--- src/rtl/bitwise_unit_if.sv ---
// Bundles the operand and result signals of bitwise_unit.
//   master: drives a/b and observes the results (testbench or upstream logic)
//   slave : the bitwise_unit side; consumes a/b and drives every result
// Signals:
//   a, b      [WIDTH]  operands
//   a_inv     [WIDTH]  ~a
//   b_inv     [WIDTH]  ~b
//   a_and_b   [WIDTH]  a & b
//   a_or_b    [WIDTH]  a | b
//   a_xor_b   [WIDTH]  a ^ b
//   a_xnor_b  [WIDTH]  ~(a ^ b)
//   diff_cnt  [CNT_W]  saturating count of cycles with a != b
//   diff_sat  [1]      diff_cnt is at its maximum value
interface bitwise_unit_if #(
  parameter int unsigned WIDTH = 1,
  parameter int unsigned CNT_W = 8
);
  logic [WIDTH-1:0] a;
  logic [WIDTH-1:0] b;
  logic [WIDTH-1:0] a_inv;
  logic [WIDTH-1:0] b_inv;
  logic [WIDTH-1:0] a_and_b;
  logic [WIDTH-1:0] a_or_b;
  logic [WIDTH-1:0] a_xor_b;
  logic [WIDTH-1:0] a_xnor_b;
  logic [CNT_W-1:0] diff_cnt;
  logic             diff_sat;

  modport master (
    output a, b,
    input  a_inv, b_inv, a_and_b, a_or_b, a_xor_b, a_xnor_b, diff_cnt, diff_sat
  );

  modport slave (
    input  a, b,
    output a_inv, b_inv, a_and_b, a_or_b, a_xor_b, a_xnor_b, diff_cnt, diff_sat
  );
endinterface

--- src/rtl/bitwise_unit.sv ---
// Per-bit logic block (inverse, AND, OR, XOR, XNOR of two operands) plus a
// saturating count of clock cycles on which the operands differ.
// Ports:
//   clk  rising-edge clock for the counter (and output registers if enabled)
//   rst  asynchronous reset, active-low
//   bus  bitwise_unit_if.slave: operands in, logic results and counter out
// Configuration:
//   BITWISE_OUT_REG_EN  when defined, the six logic results are registered
//                       (one-cycle latency, async reset to 0); otherwise they
//                       are purely combinational and independent of clk/rst.
// The interface instance must be built with the same WIDTH/CNT_W as this module.
module bitwise_unit #(
  parameter int unsigned WIDTH = 1,
  parameter int unsigned CNT_W = 8
) (
  input logic           clk,
  input logic           rst,
  bitwise_unit_if.slave bus
);

  localparam logic [CNT_W-1:0] CntMax = '1;
  localparam logic [CNT_W-1:0] CntOne = CNT_W'(1);

  // Combinational results; each bit depends only on a[i]/b[i].
  logic [WIDTH-1:0] a_inv_c;
  logic [WIDTH-1:0] b_inv_c;
  logic [WIDTH-1:0] a_and_b_c;
  logic [WIDTH-1:0] a_or_b_c;
  logic [WIDTH-1:0] a_xor_b_c;
  logic [WIDTH-1:0] a_xnor_b_c;

  always_comb begin
    a_inv_c    = ~bus.a;
    b_inv_c    = ~bus.b;
    a_and_b_c  = bus.a & bus.b;
    a_or_b_c   = bus.a | bus.b;
    a_xor_b_c  = bus.a ^ bus.b;
    a_xnor_b_c = ~(bus.a ^ bus.b);
  end

`ifdef BITWISE_OUT_REG_EN
  logic [WIDTH-1:0] a_inv_q;
  logic [WIDTH-1:0] b_inv_q;
  logic [WIDTH-1:0] a_and_b_q;
  logic [WIDTH-1:0] a_or_b_q;
  logic [WIDTH-1:0] a_xor_b_q;
  logic [WIDTH-1:0] a_xnor_b_q;

  // All registers clear to 0, including the inverted outputs.
  always_ff @(posedge clk or negedge rst) begin
    if (!rst) begin
      a_inv_q    <= '0;
      b_inv_q    <= '0;
      a_and_b_q  <= '0;
      a_or_b_q   <= '0;
      a_xor_b_q  <= '0;
      a_xnor_b_q <= '0;
    end else begin
      a_inv_q    <= a_inv_c;
      b_inv_q    <= b_inv_c;
      a_and_b_q  <= a_and_b_c;
      a_or_b_q   <= a_or_b_c;
      a_xor_b_q  <= a_xor_b_c;
      a_xnor_b_q <= a_xnor_b_c;
    end
  end

  always_comb begin
    bus.a_inv    = a_inv_q;
    bus.b_inv    = b_inv_q;
    bus.a_and_b  = a_and_b_q;
    bus.a_or_b   = a_or_b_q;
    bus.a_xor_b  = a_xor_b_q;
    bus.a_xnor_b = a_xnor_b_q;
  end
`else
  always_comb begin
    bus.a_inv    = a_inv_c;
    bus.b_inv    = b_inv_c;
    bus.a_and_b  = a_and_b_c;
    bus.a_or_b   = a_or_b_c;
    bus.a_xor_b  = a_xor_b_c;
    bus.a_xnor_b = a_xnor_b_c;
  end
`endif

  // Difference counter: increments while operands differ, sticks at all-ones.
  logic [CNT_W-1:0] diff_cnt_q;
  logic [CNT_W-1:0] diff_cnt_d;
  logic             diff_sat_c;

  always_comb begin
    diff_sat_c = (diff_cnt_q == CntMax);
    diff_cnt_d = diff_cnt_q;
    if ((bus.a != bus.b) && !diff_sat_c) begin
      diff_cnt_d = diff_cnt_q + CntOne;
    end
  end

  always_ff @(posedge clk or negedge rst) begin
    if (!rst) begin
      diff_cnt_q <= '0;
    end else begin
      diff_cnt_q <= diff_cnt_d;
    end
  end

  always_comb begin
    bus.diff_cnt = diff_cnt_q;
    bus.diff_sat = diff_sat_c;
  end

endmodule

--- src/flat_wrapper.sv ---
// flat-port wrapper written by rule: the top's interface ports become plain ports
module bitwise_unit_flat 
#(
  parameter int unsigned WIDTH = 1,
  parameter int unsigned CNT_W = 8
)
  (clk, rst, bus_a, bus_b, bus_a_inv, bus_b_inv, bus_a_and_b, bus_a_or_b, bus_a_xor_b, bus_a_xnor_b, bus_diff_cnt, bus_diff_sat);
  bitwise_unit_if #(.WIDTH(WIDTH), .CNT_W(CNT_W)) bus_i ();
  input logic clk;
  input logic rst;
  input wire logic [$bits(bus_i.a)-1:0] bus_a;
  input wire logic [$bits(bus_i.b)-1:0] bus_b;
  output wire logic [$bits(bus_i.a_inv)-1:0] bus_a_inv;
  output wire logic [$bits(bus_i.b_inv)-1:0] bus_b_inv;
  output wire logic [$bits(bus_i.a_and_b)-1:0] bus_a_and_b;
  output wire logic [$bits(bus_i.a_or_b)-1:0] bus_a_or_b;
  output wire logic [$bits(bus_i.a_xor_b)-1:0] bus_a_xor_b;
  output wire logic [$bits(bus_i.a_xnor_b)-1:0] bus_a_xnor_b;
  output wire logic [$bits(bus_i.diff_cnt)-1:0] bus_diff_cnt;
  output wire logic [$bits(bus_i.diff_sat)-1:0] bus_diff_sat;
  assign bus_i.a = bus_a;
  assign bus_i.b = bus_b;
  assign bus_a_inv = bus_i.a_inv;
  assign bus_b_inv = bus_i.b_inv;
  assign bus_a_and_b = bus_i.a_and_b;
  assign bus_a_or_b = bus_i.a_or_b;
  assign bus_a_xor_b = bus_i.a_xor_b;
  assign bus_a_xnor_b = bus_i.a_xnor_b;
  assign bus_diff_cnt = bus_i.diff_cnt;
  assign bus_diff_sat = bus_i.diff_sat;
  bitwise_unit #(.WIDTH(WIDTH), .CNT_W(CNT_W)) u_core (.clk(clk), .rst(rst), .bus(bus_i));
endmodule
--- config.mk ---
export PLATFORM = sky130hd
export DESIGN_NAME = bitwise_unit_flat
export DESIGN_NICKNAME = d
export VERILOG_FILES = /design/src/rtl/bitwise_unit_if.sv /design/src/rtl/bitwise_unit.sv /design/src/flat_wrapper.sv
export SDC_FILE = /design/constraint.sdc
export NUM_CORES = 1
export LEC_CHECK = 0
export ABC_CLOCK_PERIOD_IN_PS = 1200
export BUFFER_PORTS_ARGS = -buffer_cell sky130_fd_sc_hd__buf_4
export CAP_MARGIN = 0
export CORE_AREA = 10 10 47 49
export DETAILED_ROUTE_END_ITERATION = 8
export DIE_AREA = 0 0 57 59
export SYNTH_ARGS = -nofsm -noshare
export SYNTH_HDL_FRONTEND = slang
export SYNTH_SLANG_ARGS = --single-unit
--- constraint.sdc ---
create_clock -name clk -period 1.2 [get_ports clk]
set_input_delay 0 -clock clk [delete_from_list [all_inputs] [get_ports clk]]
set_output_delay 0 -clock clk [all_outputs]
set_load 0.05 [all_outputs]
Word level (Yosys, flattened, before mapping)
Cells that the tools add are included.

word-level totals
  logic and storage cells = 12
  bits of input ports = 4
  output and inout bits = 15
  register bits = 8

cells by class
  bitwise operators = 6
  reductions and logical operators = 2
  $add $sub $neg = 1
  eq/ne operators = 2

operators with widths
  operator             count
  $add 8x1->8 const B  1
  $eq 8x8->1 const B   1
  $not 1->1            3
  $and 1x1->1          1
  $logic_and 1x1->1    1
  $logic_not 1->1      1
  $ne 1x1->1           1
  $or 1x1->1           1
  $xor 1x1->1          1

Longest topological paths before layout
Gate-level depths: netlist (run 1).

  word-level depth = 3
  depth in mapped cells = 5
  mapped depth without buffers = 5

Least setup slack after synthesis (run 1)
No wires, ideal clock.

  kind = register -> output
  from = register u_core.diff_cnt_q[0], in the netlist u_core.bus.diff_cnt[0]
  to = output port bus_diff_sat
  setup slack = -0.591 ns
  path buffers = 0
  data arrival time = 1.791 ns
  stages on the path, launching flop included = 4
  data required time = 1.200 ns
  cells stage by stage = dfrtp_1 -> ha_1 -> nand4_2 -> nor2_1

between the ends
  longest elaborated chain between the ends = 1

ends and longest elaborated chain
  item                    line                 source
  from (decl)             bitwise_unit.sv:88   logic [CNT_W-1:0] diff_cnt_q;
  from (signal assigned)  bitwise_unit.sv:104  diff_cnt_q <= diff_cnt_d;
  $eq 8x8->1              bitwise_unit.sv:93   diff_sat_c = (diff_cnt_q == CntMax);
  to (decl)               flat_wrapper.sv:20   output wire logic [$bits(bus_i.diff_sat)-1:0] bus_diff_sat;

Every way passes these cells.

Worst setup path after layout (run 1)
  from = register u_core.diff_cnt_q[1], in the netlist u_core.bus.diff_cnt[1]
  to = output port bus_diff_sat

Same word-level chain as after synthesis.

==> metrics, run 1 <==
WP buf/inv 2; worst-margin pin slew 0.1811 ns; Post-Synth Simple-Gate Area 17.68%; CP max stage cell dfrtp_2; initial antenna violation count 0; outcome finished with violations; delay-heaviest family, CP flip-flops; GP Congestion 0.6826; share of cells above drive strength 1 69.74%; top post-synthesis cells by area dfrtp_1 46%, ha_1 8.7%, a21oi_1 7.0%, nand3_1 4.6%, inv_1 4.3%; Sw Pwr 1.124 mW; CP startpoint kind flop; Power Density 2825 nW/um^2; n_diodes 0; Synth Instances 42; drt drc 0; CP required 1.20 ns; Final Critical Period 1.244 ns; maximum clock frequency 803.9 MHz; crit path max fanout 2; Period Utilization, post-route 103.7%; overall routing resource usage 8.127%; depth of the CTS H-tree 1; Worst-Skew Late Latency 0.25 ns; kind of critical path reg2out; register area share after synthesis 46.38%; # rows 14; fin area 799.5 um^2; Antenna Nets Post-Route 0; worst path cell trace ha_4 > nand4_4 > buf_6 > nor2_4 > buf_8; min-delay worst type in2async; post-synthesis net count 49; Hold Vio Cnt, Final 0; synthesis-stage register bit count 8; CTS tree done; synthesized area 431.7 um^2; Reg clk slew, reported paths 0.06 ns; WHS 0.09569 ns; vias 451; largest net degree at the start of global routing 9; wire per inst 14.41 um; Chip Height 59 um; Final #Nets 85; core area 1401 um^2; Setup violations, final 5; clk_skew 0.005295 ns; Adder-Cell Fraction of Synth Area 8.696%; max reg flops 8; Die Width 57 um; maximum root-to-sink buffer count 2; combinational power share 66.2%; commonest cells after routing, fill and taps aside 28 x buf_4, 8 x dfrtp_2, 5 x inv_1; Num CTS Buffers 3; first-pass GRT wire length 2097 um; failing checks setup timing; Avg Inst Size Synth 10.28 um^2; grt total ovfl 0; Max transition margin 87.93%; post-route worst setup slack -0.04398 ns; nature of the critical path endpoint primary output; xor/xnor share of the synthesized area 2.029%; Placed Cells 86; clock network power share 9.3%; Synth Area in Compound Gates 15.94%; HPWL Detailed 968.2 um; CP max stage delay 0.38 ns; Leak 0.3650 nW; Max Cap Viol 0; Vias/cell 4.902; vias in the first global route 460; Starting Density 30.80%; Reg power frac 24.6%; main combinational cell family by area after synthesis simple AND/OR/NAND/NOR gates; Final Core Density 57.05%; number of port buffers 18; Root Driver clkbuf_4; I/O Pins 19; post-synth top area cell dfrtp_1; area delta synth->final 85.22%; DP Area 708.2 um^2; synth warn 0; Total Die Area 3363 um^2; mux cell area share after synthesis 4.928%; RSZ-0062 raised after global routing true; Slew Viols, Final 0; switch share 49.77%; DRT Pass-1 Iters 4; Synth top area share 46.38%; most common cell after layout, fill and taps aside buf_4; Worst Path Arrival 1.24 ns; Iter 0 DRT Violations 8; Yosys cell types 18; Clock Sinks 8; Peak VDD IR 1.438 mV; final cell count without fillers 92; Int Power 1.134 mW; final WL 1326 um
## path summary, 6_finish.rpt
| kind | startpoint | endpoint | slack (ns) | cells after the start |
|---|---|---|---|---|
| max | u_core.bus.diff_cnt[1] | bus_diff_sat | -0.04 | 5 |
| min | rst | u_core.bus.diff_cnt[4] | 0.1 | 2 |
| max reg2reg | u_core.bus.diff_cnt[1] | u_core.bus.diff_cnt[3] | -0.03 | 6 |
| min reg2reg | u_core.bus.diff_cnt[3] | u_core.bus.diff_cnt[3] | 0.55 | 1 |
| max in group asynchronous | rst | u_core.bus.diff_cnt[1] | 0.95 | 2 |
| min in group clk | bus_a | bus_a_inv | 0.34 | 3 |
## stage by stage
| stage | power, mW | setup slack [ns] | setup TNS, ns |
|---|---|---|---|
| 6_report | 2.258 | -0.04398 | -0.1028 |
| 5_1_grt | 2.412 | -0.1154 | -0.4427 |
| 4_1_cts | 2.257 | -0.04974 | -0.07158 |
| 3_5_place_dp | 1.913 | -0.06266 | -0.06266 |
| 3_3_place_gp | 1.903 | -0.03898 | -0.03898 |
| 2_1_floorplan | 1.395 | -0.3046 | -0.9534 |
## per-layer routing
metal  track usage, %  part of all wire, %
met1            8.082                   41
met2            12.87                   51
met5                0                    0
met3            4.077                  6.9
met4            6.040                 0.90
## logic make-up after synthesis
family / after synthesis
xor+xnor: 1
mux: 2
compound gates: 11
simple gates: 12
flops: 8
buf+inv: 5
fa+ha+maj: 3
## cell type report
class	instances	area (um^2)
inverter	5	18.77
multi-input combinational	29	281.5
sequential	8	210.2
fill	134	601.8
tap	16	20.02
clock buffer	3	22.52
timing repair buffer	31	246.5
## power groups by stage
stage               logic, mW  registers [mW]  clock network [mW]
finish                   1.49           0.555               0.209
global route             1.59           0.576               0.246
CTS                      1.48           0.553               0.222
detailed placement       1.37           0.547                   0
global placement         1.36           0.544                   0
floorplan               0.376            1.02                   0
## cell usage after synthesis
cell type / count
a21oi_1: 6
a31oi_1: 1
a41oi_1: 1
and2_1: 1
and3_1: 2
and4_1: 2
dfrtp_1: 8
ha_1: 3
inv_1: 5
mux2_1: 1
mux2i_1: 1
nand3_1: 4
nand4_2: 1
nor2_1: 2
o211ai_1: 1
o21a_1: 1
o21ai_2: 1
xnor2_1: 1
## repair_timing
item,4_1_cts,5_1_grt
gates resized for setup,12,0
pin swaps,5,4
buffers inserted,1,1
endpoints found under the hold margin,8,0
hold buffers,1,0
setup endpoints to repair,3,6
No activity file was read; power rests on OpenSTA's default activity.
==> run 2: changes to the inputs <==
--- a/config.mk
+++ b/config.mk
@@ -5,12 +5,12 @@
 export SDC_FILE = /design/constraint.sdc
 export NUM_CORES = 1
 export LEC_CHECK = 0
-export ABC_CLOCK_PERIOD_IN_PS = 1200
 export BUFFER_PORTS_ARGS = -buffer_cell sky130_fd_sc_hd__buf_4
 export CAP_MARGIN = 0
 export CORE_AREA = 10 10 47 49
 export DETAILED_ROUTE_END_ITERATION = 8
 export DIE_AREA = 0 0 57 59
+export REMOVE_ABC_BUFFERS = 1
 export SYNTH_ARGS = -nofsm -noshare
 export SYNTH_HDL_FRONTEND = slang
 export SYNTH_SLANG_ARGS = --single-unit
==> run 2 against run 1 <==
- the run still ends with setup timing left
- non-clock buffer count is 1 higher
- via count fell by 0.44%
- sequential share of layout area is 0.74 points lower
- setup slack worse by 0.040 ns
- combinational power about the same
- wire length shrank 4.2%
- critical path type unchanged
- largest cell class unchanged
- highest routed layer unchanged
==> metrics, run 2 (same netlist as run 1, synthesis figures left out) <==
Chip Height 59 um (unchanged); n_diodes 0 (unchanged); commonest cells after routing, fill and taps aside 28 x buf_4, 7 x dfrtp_1, 5 x inv_1 (was 28 x buf_4, 8 x dfrtp_2, 5 x inv_1); Iter 0 DRT Violations 4 (was 8); area delta synth->final 82.61% (was 85.22%); reg-to-reg startpoint u_core.bus.diff_cnt[0] (was u_core.bus.diff_cnt[1]); Placed Cells 88 (was 86); Die Width 57 um (unchanged); RSZ-0062 raised after global routing true (unchanged); first-pass GRT wire length 2152 um (was 2097 um); CP max stage cell dfrtp_1 (was dfrtp_2); Num CTS Buffers 3 (unchanged); Power Density 2867 nW/um^2 (was 2825 nW/um^2); Hold Vio Cnt, Final 0 (unchanged); Leak 0.3772 nW (was 0.3650 nW); largest net degree at the start of global routing 9 (unchanged); CP required 1.20 ns (about the same); worst-margin pin slew 0.2326 ns (was 0.1811 ns); share of cells above drive strength 1 59.74% (was 69.74%); WP buf/inv 2 (unchanged); core area 1401 um^2 (unchanged); GP Congestion 0.8045 (was 0.6826); CP startpoint kind flop (unchanged); Period Utilization, post-route 107.0% (was 103.7%); CP max stage delay 0.40 ns (was 0.38 ns); initial antenna violation count 0 (unchanged); maximum root-to-sink buffer count 2 (unchanged); Clock Sinks 8 (unchanged); maximum clock frequency 778.9 MHz (was 803.9 MHz); delay-heaviest family, CP flip-flops (unchanged); number of port buffers 18 (unchanged); CTS tree done (unchanged); crit path from u_core.bus.diff_cnt[0] (was u_core.bus.diff_cnt[1]); DRT Pass-1 Iters 4 (unchanged); Layout fillers 116 (was 134); grt total ovfl 0 (unchanged); overall routing resource usage 7.993% (was 8.127%); Slew Viols, Final 0 (unchanged); vias 449 (was 451); WHS 0.09912 ns (was 0.09569 ns); Final #Nets 86 (was 85); HPWL Detailed 975.1 um (was 968.2 um); outcome finished with violations (unchanged); Setup violations, final 3 (was 5); drt drc 0 (unchanged); Vias/cell 4.828 (was 4.902); final WL 1270 um (was 1326 um); I/O Pins 19 (unchanged); wire per inst 13.66 um (was 14.41 um); post-route worst setup slack -0.08381 ns (was -0.04398 ns); Max Cap Viol 0 (unchanged); Starting Density 30.80% (unchanged); max reg flops 8 (unchanged); crit path max fanout 2 (unchanged); Root Driver clkbuf_4 (unchanged); clk_skew 0.001258 ns (was 0.005295 ns); Final Critical Period 1.284 ns (was 1.244 ns); nature of the critical path endpoint primary output (unchanged); final cell count without fillers 93 (was 92); most common cell after layout, fill and taps aside buf_4 (unchanged); Reg clk slew, reported paths 0.06 ns (about the same); Total Die Area 3363 um^2 (unchanged); Worst Path Arrival 1.28 ns (was 1.24 ns); Antenna Nets Post-Route 0 (unchanged); failing checks setup timing (unchanged); kind of critical path reg2out (unchanged); min-delay worst type in2async (unchanged); Max transition margin 84.45% (was 87.93%); # rows 14 (unchanged); worst path cell trace ha_4 > nand4_4 > buf_6 > nor2_4 > buf_8 (unchanged); depth of the CTS H-tree 1 (unchanged); Worst-Skew Late Latency 0.26 ns (was 0.25 ns); Peak VDD IR 1.514 mV (was 1.438 mV); Final Core Density 56.25% (was 57.05%); vias in the first global route 488 (was 460)
==> run 2: cell count changes in the layout (fill, tap and decap cells not counted), sizes merged <==
cell / change
buf: +1
==> run 2: report_power, final <==
group          total, mW  internal [mW]  switching (mW)  leakage, nW
clock network      0.213          0.115          0.0982       0.0138
logic               1.52          0.618           0.899        0.273
registers          0.530          0.398           0.133       0.0905
total               2.26           1.13            1.13        0.377
==> run 2: repair_timing <==
action	4_1_cts	5_1_grt
pin swaps	3	5
setup endpoints to repair	4	9
setup buffers	1	0
hold buffers	1	0
endpoints found under the hold margin	8	0
resized for setup	10	9
==> run 2: routing by layer <==
metal	GRT usage, %	up-vias	share of wire [%]
met5	0	-	0
met4	4.027	0	0.47
met3	3.433	2	6.1
met2	14.73	8	56
met1	7.349	212	37
li1	-	227	-
==> run 2: layout make-up <==
type,instances,area [um^2],area share (%)
clock buffer,3,22.52,2.857
inverter,5,18.77,2.381
multi-input combinational,29,267.8,33.97
sequential,8,201.4,25.56
tap,16,20.02,2.540
timing repair buffer,32,257.7,32.70
==> run 2: path summary, 6_finish.rpt <==
check                      cells after the start                     end  slack [ns]
hold / removal                                 2  u_core.bus.diff_cnt[4]         0.1
max in group asynchronous                      2  u_core.bus.diff_cnt[2]        0.96
setup / recovery                               5            bus_diff_sat       -0.08
hold reg to reg                                2  u_core.bus.diff_cnt[3]        0.63
setup reg to reg                               6  u_core.bus.diff_cnt[3]       -0.07
min in group clk                               3               bus_b_inv        0.31
==> run 2: through the flow <==
| step | total power [mW] | cell area, um^2 | setup WS (ns) | TNS [ns] |
|---|---|---|---|---|
| after floorplan | 1.297 | 431.7 | -0.5909 | -3.527 |
| after global placement | 1.837 | 676.9 | -0.06476 | -0.1533 |
| after detailed placement | 1.855 | 676.9 | -0.1059 | -0.2785 |
| after CTS | 2.183 | 755.7 | -0.1173 | -0.4533 |
| after global routing | 2.409 | 788.3 | -0.1519 | -0.5329 |
| final | 2.260 | 788.3 | -0.08381 | -0.2065 |
==> run 2: worst reg2reg max path: stages, from the launching register on <==
cell and delay, ns:
dfrtp_1 0.40, ha_4 0.17, nand4_4 0.08, buf_6 0.14
buf_4 0.12, o211ai_1 0.16, o21a_1 0.14
==> run 3: changes to the inputs <==
--- a/config.mk
+++ b/config.mk
@@ -10,6 +10,7 @@
 export CORE_AREA = 10 10 47 49
 export DETAILED_ROUTE_END_ITERATION = 8
 export DIE_AREA = 0 0 57 59
+export PLACE_DENSITY = 0.62
 export REMOVE_ABC_BUFFERS = 1
 export SYNTH_ARGS = -nofsm -noshare
 export SYNTH_HDL_FRONTEND = slang
==> run 3 against run 2 <==
- the flow still finishes with violations (setup timing)
- setup slack better by 0.023 ns
- clock skew grew 0.0024 ns
- sequential share of layout area shrank 0.63 points
- register-to-register slack improved by 0.03 ns
- power is 2.4% higher
- worst hold slack gained 0.015 ns
- critical path depth unchanged
- first-iteration DRC count rose by 25%
- global-route usage is 0.64 points higher
- sequential power down 3%
- largest power group unchanged
==> metrics, run 3 (same netlist as run 1, synthesis figures left out) <==
n_diodes 0 (unchanged); crit path from u_core.bus.diff_cnt[1] (was u_core.bus.diff_cnt[0]); area of the multi-input gates 269.0 um^2 (was 267.8 um^2); outcome finished with violations (unchanged); Reg clk slew, reported paths 0.05 ns (was 0.06 ns); worst path cell trace ha_4 > nand4_4 > buf_6 > nor2_4 > buf_6 (was ha_4 > nand4_4 > buf_6 > nor2_4 > buf_8); CP startpoint kind flop (unchanged); crit path max fanout 2 (unchanged); commonest cells after routing, fill and taps aside 29 x buf_4, 8 x dfrtp_1, 5 x inv_1 (was 28 x buf_4, 7 x dfrtp_1, 5 x inv_1); worst r2r dst u_core.bus.diff_cnt[3] (unchanged); Starting Density 30.80% (unchanged); Die Width 57 um (unchanged); area delta synth->final 86.09% (was 82.61%); Num CTS Buffers 3 (unchanged); Period Utilization, post-route 105.1% (was 107.0%); final WL 1337 um (was 1270 um); Max Cap Viol 0 (unchanged); depth of the CTS H-tree 1 (unchanged); Final Critical Period 1.261 ns (was 1.284 ns); wire per inst 14.07 um (was 13.66 um); kind of critical path reg2out (unchanged); maximum clock frequency 793.2 MHz (was 778.9 MHz); drt drc 0 (unchanged); nature of the critical path endpoint primary output (unchanged); destination of the critical timing path bus_diff_sat (unchanged); Hold Vio Cnt, Final 0 (unchanged); Final #Nets 88 (was 86); RSZ-0062 raised after global routing true (unchanged); # rows 14 (unchanged); max reg flops 8 (unchanged); Most common cell on crit path buf_6; overall routing resource usage 8.637% (was 7.993%); post-route worst setup slack -0.06076 ns (was -0.08381 ns); Leak 0.3885 nW (was 0.3772 nW); Root Driver clkbuf_4 (unchanged); most common cell after layout, fill and taps aside buf_4 (unchanged); Placement Setup Slack -0.1015 ns (was -0.1059 ns); Worst Path Arrival 1.26 ns (was 1.28 ns); Chip Height 59 um (unchanged); Total Die Area 3363 um^2 (unchanged); FF+latch area 200.2 um^2 (was 201.4 um^2); Worst-Skew Late Latency 0.25 ns (was 0.26 ns); Vias/cell 4.968 (was 4.828); Max transition margin 84.26% (was 84.45%); Peak VDD IR 1.427 mV (was 1.514 mV); clk_skew 0.003690 ns (was 0.001258 ns); number of port buffers 18 (unchanged); CTS tree done (unchanged); vias in the first global route 530 (was 488); Antenna Nets Post-Route 0 (unchanged); Layout fillers 136 (was 116); maximum root-to-sink buffer count 2 (unchanged); grt total ovfl 0 (unchanged); R2R Setup Slk -0.04 ns (was -0.07 ns); Power Density 2881 nW/um^2 (was 2867 nW/um^2); min-delay worst type in2async (unchanged); Iter 0 DRT Violations 5 (was 4); share of cells above drive strength 1 59.49% (was 59.74%); DRT Pass-1 Iters 2 (was 4); GP Congestion 0.7348 (was 0.8045); Slew Viols, Final 0 (unchanged); largest net degree at the start of global routing 9 (unchanged); failing checks setup timing (unchanged); worst-margin pin slew 0.2354 ns (was 0.2326 ns); core area 1401 um^2 (unchanged); reg-to-reg startpoint u_core.bus.diff_cnt[1] (was u_core.bus.diff_cnt[0]); first-pass GRT wire length 2325 um (was 2152 um); Final Core Density 57.32% (was 56.25%); CP max stage cell dfrtp_1 (unchanged); Setup violations, final 5 (was 3); WP buf/inv 2 (unchanged); initial antenna violation count 0 (unchanged); Clock Sinks 8 (unchanged); cell count along the critical path 5 (unchanged); CP max stage delay 0.40 ns (about the same); CP required 1.20 ns (about the same); Reg2Reg Depth 6 (unchanged); HPWL Detailed 1026 um (was 975.1 um); delay-heaviest family, CP flip-flops (unchanged); vias 472 (was 449); I/O Pins 19 (unchanged)
[run 3: per-stage QoR]
| stage | area (um^2) | setup TNS (ns) | hold WS (ns) | instances | power, mW |
|---|---|---|---|---|---|
| finish | 803.3 | -0.1606 | 0.1146 | 95 | 2.314 |
| floorplan | 431.7 | -3.527 | -0.2956 | 42 | 1.297 |
| detailed placement | 684.4 | -0.2671 | -0.1714 | 89 | 1.889 |
| global route | 803.3 | -0.5674 | 0.1143 | 95 | 2.471 |
| global placement | 684.4 | -0.1408 | -0.1724 | 89 | 1.867 |
| CTS | 792.0 | -0.1904 | 0.1008 | 95 | 2.292 |
[run 3: what timing repair did]
| item | CTS | global route |
|---|---|---|
| resized for setup | 15 | 3 |
| hold buffers | 1 | 0 |
| buffers inserted | 2 | 2 |
| endpoints found under the setup margin | 4 | 8 |
| pin swaps | 7 | 1 |
| endpoints found under the hold margin | 8 | 0 |
[run 3: where the power goes]
| group | switching (mW) | leakage, nW | total (mW) | internal [mW] |
|---|---|---|---|---|
| clock network | 0.0886 | 0.0138 | 0.203 | 0.114 |
| logic | 0.938 | 0.283 | 1.60 | 0.662 |
| registers | 0.117 | 0.0914 | 0.512 | 0.395 |
[run 3: per-layer routing]
metal,up-vias,GRT usage [%],wire length [um]
li1,230,-,-
met1,232,7.813,510
met2,8,16.28,757
met3,2,4.292,59
met4,0,3.020,10
met5,-,0,0
[run 3: final cells by class]
class / count / area share, %
well taps: 16 / 2.492
multi-input cells: 29 / 33.49
flip-flops and latches: 8 / 24.92
repair buffers: 34 / 33.96
inverters: 5 / 2.336
clock buffers: 3 / 2.804
[run 3: how the worst min path moves through the flow]
stage	cells after the start	endpoint	slack, ns
detailed placement	1	u_core.bus.diff_cnt[5]	-0.17
finish	2	u_core.bus.diff_cnt[5]	0.11
global route	2	u_core.bus.diff_cnt[6]	0.11
global placement	1	u_core.bus.diff_cnt[4]	-0.17
CTS	2	u_core.bus.diff_cnt[5]	0.10
floorplan	0	u_core.bus.diff_cnt[0]	-0.30
